$ cat config.mk
export PLATFORM = sky130hd
export DESIGN_NAME = mpmr_fifo
export DESIGN_NICKNAME = d
export VERILOG_FILES = /design/src/rtl/mpmr_fifo.sv
export SDC_FILE = /design/constraint.sdc
export NUM_CORES = 1
export LEC_CHECK = 0
export ABC_AREA = 1
export BUFFER_PORTS_ARGS = -buffer_cell sky130_fd_sc_hd__buf_2
export CAP_MARGIN = 30
export CORE_MARGIN = 1
export CORE_UTILIZATION = 40
export DETAILED_ROUTE_END_ITERATION = 12
export PLACE_DENSITY = 0.54
export SYNTH_ARGS = -nofsm -noshare
export SYNTH_HDL_FRONTEND = slang
export SYNTH_SLANG_ARGS = --single-unit
$ cat constraint.sdc
create_clock -name clk -period 10.89 [get_ports clk]
set_clock_uncertainty 0.15 [all_clocks]
set_input_delay 2.178 -clock clk [delete_from_list [all_inputs] [get_ports clk]]
set_output_delay 2.178 -clock clk [all_outputs]
set_load 0.01 [all_outputs]
$ cat src/rtl/mpmr_fifo.sv
// Multi-port-write / multi-port-read circular FIFO used as the width-converting
// elastic buffer between the packing stage and the consumer datapath.
module mpmr_fifo #(
    parameter int unsigned WIDTH     = 16,
    parameter int unsigned DEPTH     = 8,
    parameter int unsigned PAR_WRITE = 2,
    parameter int unsigned PAR_READ  = 4,
    parameter int unsigned AF_LEVEL  = 6,
    parameter int unsigned AE_LEVEL  = 1,
    localparam int unsigned CW       = $clog2(DEPTH + 1),
    localparam int unsigned WCW      = $clog2(PAR_WRITE + 1),
    localparam int unsigned RCW      = $clog2(PAR_READ + 1)
) (
    input  logic                      clk,
    input  logic                      rstn,
    input  logic                      clear,
    input  logic                      wen,
    input  logic [WCW-1:0]            wcnt,
    input  logic [WIDTH*PAR_WRITE-1:0] din,
    input  logic                      ren,
    input  logic [RCW-1:0]            rcnt,
    output logic [WIDTH*PAR_READ-1:0] dout,
    output logic                      dvalid,
    output logic [CW-1:0]             count,
    output logic                      full,
    output logic                      empty,
    output logic                      almost_full,
    output logic                      almost_empty,
    output logic                      wr_ok,
    output logic                      rd_ok,
    output logic                      ovf,
    output logic                      udf
);

    localparam int unsigned AW = (DEPTH > 1) ? $clog2(DEPTH) : 1;
    localparam int unsigned PW = CW + 1;

    // Reject nonsensical configurations at elaboration time.
    if (WIDTH < 1 || PAR_WRITE < 1 || PAR_READ < 1 ||
        DEPTH < PAR_WRITE || DEPTH < PAR_READ) begin : g_bad_params
        $error("mpmr_fifo: DEPTH must be >= PAR_WRITE and PAR_READ, all parameters >= 1");
    end

    logic [WIDTH-1:0]          mem_q [DEPTH];
    logic [WIDTH-1:0]          mem_d [DEPTH];
    logic [CW-1:0]             wptr_q, wptr_d;
    logic [CW-1:0]             rptr_q, rptr_d;
    logic [CW-1:0]             count_q, count_d;
    logic [WIDTH*PAR_READ-1:0] dout_q, dout_d;
    logic                      dvalid_q, dvalid_d;
    logic                      ovf_q, ovf_d;
    logic                      udf_q, udf_d;
    logic [CW-1:0]             free_c;
    logic                      wacc_c, racc_c;

    // Pointer wrap by compare-and-subtract; the sum is always below 2*DEPTH.
    function automatic logic [CW-1:0] wrap_idx(input logic [PW-1:0] s);
        return (s >= PW'(DEPTH)) ? CW'(s - PW'(DEPTH)) : CW'(s);
    endfunction

    // Acceptance decode against the pre-edge occupancy.
    always_comb begin
        free_c = CW'(DEPTH) - count_q;
        wr_ok  = PW'(wcnt) <= PW'(free_c);
        rd_ok  = PW'(rcnt) <= PW'(count_q);
        wacc_c = wen && (wcnt != '0) && (32'(wcnt) <= PAR_WRITE) && wr_ok;
        racc_c = ren && (rcnt != '0) && (32'(rcnt) <= PAR_READ) && rd_ok;
    end

    // Next-state for storage, pointers, occupancy, read data and sticky errors.
    always_comb begin
        mem_d    = mem_q;
        wptr_d   = wptr_q;
        rptr_d   = rptr_q;
        dout_d   = dout_q;
        dvalid_d = 1'b0;
        ovf_d    = ovf_q | (wen & ~wacc_c);
        udf_d    = udf_q | (ren & ~racc_c);
        count_d  = CW'(PW'(count_q)
                       + (wacc_c ? PW'(wcnt) : PW'(0))
                       - (racc_c ? PW'(rcnt) : PW'(0)));
        if (wacc_c) begin
            for (int k = 0; k < PAR_WRITE; k++) begin
                if (32'(k) < 32'(wcnt)) begin
                    mem_d[AW'(wrap_idx(PW'(wptr_q) + PW'(k)))] = din[k*WIDTH +: WIDTH];
                end
            end
            wptr_d = wrap_idx(PW'(wptr_q) + PW'(wcnt));
        end
        if (racc_c) begin
            for (int k = 0; k < PAR_READ; k++) begin
                dout_d[k*WIDTH +: WIDTH] = (32'(k) < 32'(rcnt))
                    ? mem_q[AW'(wrap_idx(PW'(rptr_q) + PW'(k)))]
                    : '0;
            end
            rptr_d   = wrap_idx(PW'(rptr_q) + PW'(rcnt));
            dvalid_d = 1'b1;
        end
    end

    // Control registers; reset and clear flush identically.
    always_ff @(posedge clk) begin
        if (!rstn || clear) begin
            wptr_q   <= '0;
            rptr_q   <= '0;
            count_q  <= '0;
            dout_q   <= '0;
            dvalid_q <= 1'b0;
            ovf_q    <= 1'b0;
            udf_q    <= 1'b0;
        end else begin
            wptr_q   <= wptr_d;
            rptr_q   <= rptr_d;
            count_q  <= count_d;
            dout_q   <= dout_d;
            dvalid_q <= dvalid_d;
            ovf_q    <= ovf_d;
            udf_q    <= udf_d;
        end
    end

    // Storage array; contents are irrelevant after a flush so it has no reset.
    always_ff @(posedge clk) begin
        if (rstn && !clear) begin
            mem_q <= mem_d;
        end
    end

    assign dout         = dout_q;
    assign dvalid       = dvalid_q;
    assign count        = count_q;
    assign ovf          = ovf_q;
    assign udf          = udf_q;
    assign full         = (count_q == CW'(DEPTH));
    assign empty        = (count_q == '0);
    assign almost_full  = (32'(count_q) >= AF_LEVEL);
    assign almost_empty = (32'(count_q) <= AE_LEVEL);

endmodule

==> impl_metrics.toml <==
[outcome]
status = "completed"

[sta]
fin_crit_ps = 5960
rsz0062_at_grt = "no"
slew_headroom_pct = 29.8
worstMarginPinSlew_ps = 1050
hold_slack_ps = 313
fin_crit_sh_pct = 54.7
fin_ws_ps = 4930
fmax_mhz = 168
setup_viol = 0
final.setup.tns_ps = 0
hold_viol = 0
drv_slew = 0

[drt]
avgViaCountPerCell = 5.74
drcViolationCount = 0
initialDrtViolationCount = 1846
drt_first_pass_iters = 6
postRouteAntennaNets = 0
num_vias = 14600
wire_per_inst_um = 21.3
routed_wl_um = 54300

[synth]
synthXorXnorAreaFrac_pct = 0.430
synth_warnings = 0
synth_top_family_by_area = "simple AND/OR/NAND/NOR gates"
yosysUniqueCellTypes = 35
yosysSeqAreaShare_pct = 38.6
yosys.area_share.simple_pct = 37.4
netlist_area_um2 = 14000
synth_fa_ha_area_share_pct = 2.19
synth-compound-area-share_pct = 12.0
synth_cells = 2048
synth_nets = 2112
synthMuxAreaShare_pct = 0
synth-seq-cells = 205
avgSynthCellArea_um2 = 6.82

[floorplan]
die-area_um2 = 35700
start_util_pct = 40.5
die_y_um = 189
fp-row-count = 68
core_area_um2 = 34500
die_w_um = 189
ioPinCount = 119

[worst_setup_path]
r2r-start = "rptr_q[0]"
worstPathArrival_ps = 3630
crit_fanout = 36
crit_path_start = "rcnt[0]"
critPathRequiredTime_ps = 8560
startpoint_type = "primary input"
crit_type = "in2out"
crit_path_end_kind = "output pin"

[clock_tree]
cts_hold_buf = 0
insertion_delay_ps = 540
clockBufferDepth = 3
cts_resized = 0
clkTransAtPathRegs_ps = 50
root_buffer = "clkbuf_16"
post_cts_buffers = 0
cts_htree_levels = 1
clock-sinks = 205
numCtsBuffers = 25
cts_tree = "built"

[job]
cap_violations = 0

[global_routing]
grt_pass1_wl_um = 81300
overflow = 0
grt_pass1_vias = 13000
grt_max_degree = 76
antenna_found_initial = 2
gr-usage-all-layers_pct = 30.0

[layout]
final_common_cell = "nand2_1"
fin_nets = 2133
final_cell_mix = "nand2_1, nand3_1, nor2_1"
drive_gt1_share_pct = 10.9
area_growth_pct = 10.7
design_area_um2 = 15500

[power]
ir_drop_mv = 0.106
p_leak_nw = 6.81
p_per_area_nw_per_um2 = 143
p_total_mw = 2.21

[place]
globalplace.congestion = 0.855
pre_cts_slack_ps = 4930
place_area_um2 = 14700
port_buffers = 118
hpwl_um = 36100

[hold_path]
min_path_type = "reg2reg"
hold_path.startpoint = "dout[43]"
==> worst paths after layout <==
kind,end,slack [ps],cells past startpoint
min,dout[43],310,2
min reg2reg,dout[43],310,2
max reg2reg,dout[30],5920,12
max,rd_ok,4930,8
==> metrics by stage <==
stage	instances	utilization, %
after floorplan	2048	-
after global routing	2542	44.9
final	2542	44.9
after global placement	2494	42.3
after detailed placement	2497	42.5
after CTS	2541	44.8
==> power breakdown <==
part	total [mW]	internal [mW]	switching, mW	leakage [nW]
sequential	0.887	0.860	0.0275	1.79
clock	0.828	0.482	0.346	0.391
combinational	0.497	0.139	0.357	4.63
total	2.21	1.48	0.731	6.81
==> cells in the mapped netlist (all sizes together) <==
cell type | number | share of area [%]
nand4 | 17 | 0.76
o211ai | 48 | 2.6
a31oi | 80 | 3.6
nand3 | 312 | 11
ha | 18 | 1.6
xnor2 | 4 | 0.30
inv | 143 | 3.9
buf | 103 | 4.1
nor3 | 1 | 0.036
clkbuf | 50 | 1.4
fa | 4 | 0.57
a21boi | 32 | 1.7
nand2 | 636 | 17
dfxtp | 77 | 11
nor2 | 277 | 8.0
edfxtp | 128 | 28
o21ai | 88 | 3.2
clkinv | 1 | 0.036
xor2 | 2 | 0.13
a21oi | 27 | 0.97
==> area by class of cell <==
type	count	area [µm²]
fillers	3570	19000
multi-input cells	1546	7300
flip-flops and latches	205	5390
repair buffers	147	861
clock buffers	36	722
well taps	455	569
inverters	144	546
clock inverters	8	70.1
diodes	1	2.50
==> flip-flops by register name (all words and copies together) (netlist names) <==
name and count:
count 4, dout 64, dvalid 1, mem_q 128, ovf 1, rptr_q 3
udf 1, wptr_q 3
==> critical path, stage by stage <==
cell and delay, ps:
buf_2 150, inv_1 80, ha_1 280, nand3_1 60, nand2_1 60, inv_1 40
nand2_2 530, buf_2 260
==> layer usage <==
| metal | up-vias | track usage, % | share of wire, % |
|---|---|---|---|
| li1 | 6844 | - | - |
| met3 | 86 | 4.15 | 10 |
| met4 | 2 | 7.57 | 2.3 |
| met5 | - | 0 | 0.035 |
| met1 | 6847 | 43.4 | 44 |
| met2 | 811 | 46.7 | 44 |
==> kinds of logic after synthesis <==
group                      count (synthesis)
DFF                                      205
xor gates and xnor gates                   6
AOI/OAI and AO/OA                        275
adders and majority gates                 22
and+or+nand+nor                         1243
buffers and inverters                    297
No activity file was read; power rests on OpenSTA's default activity.
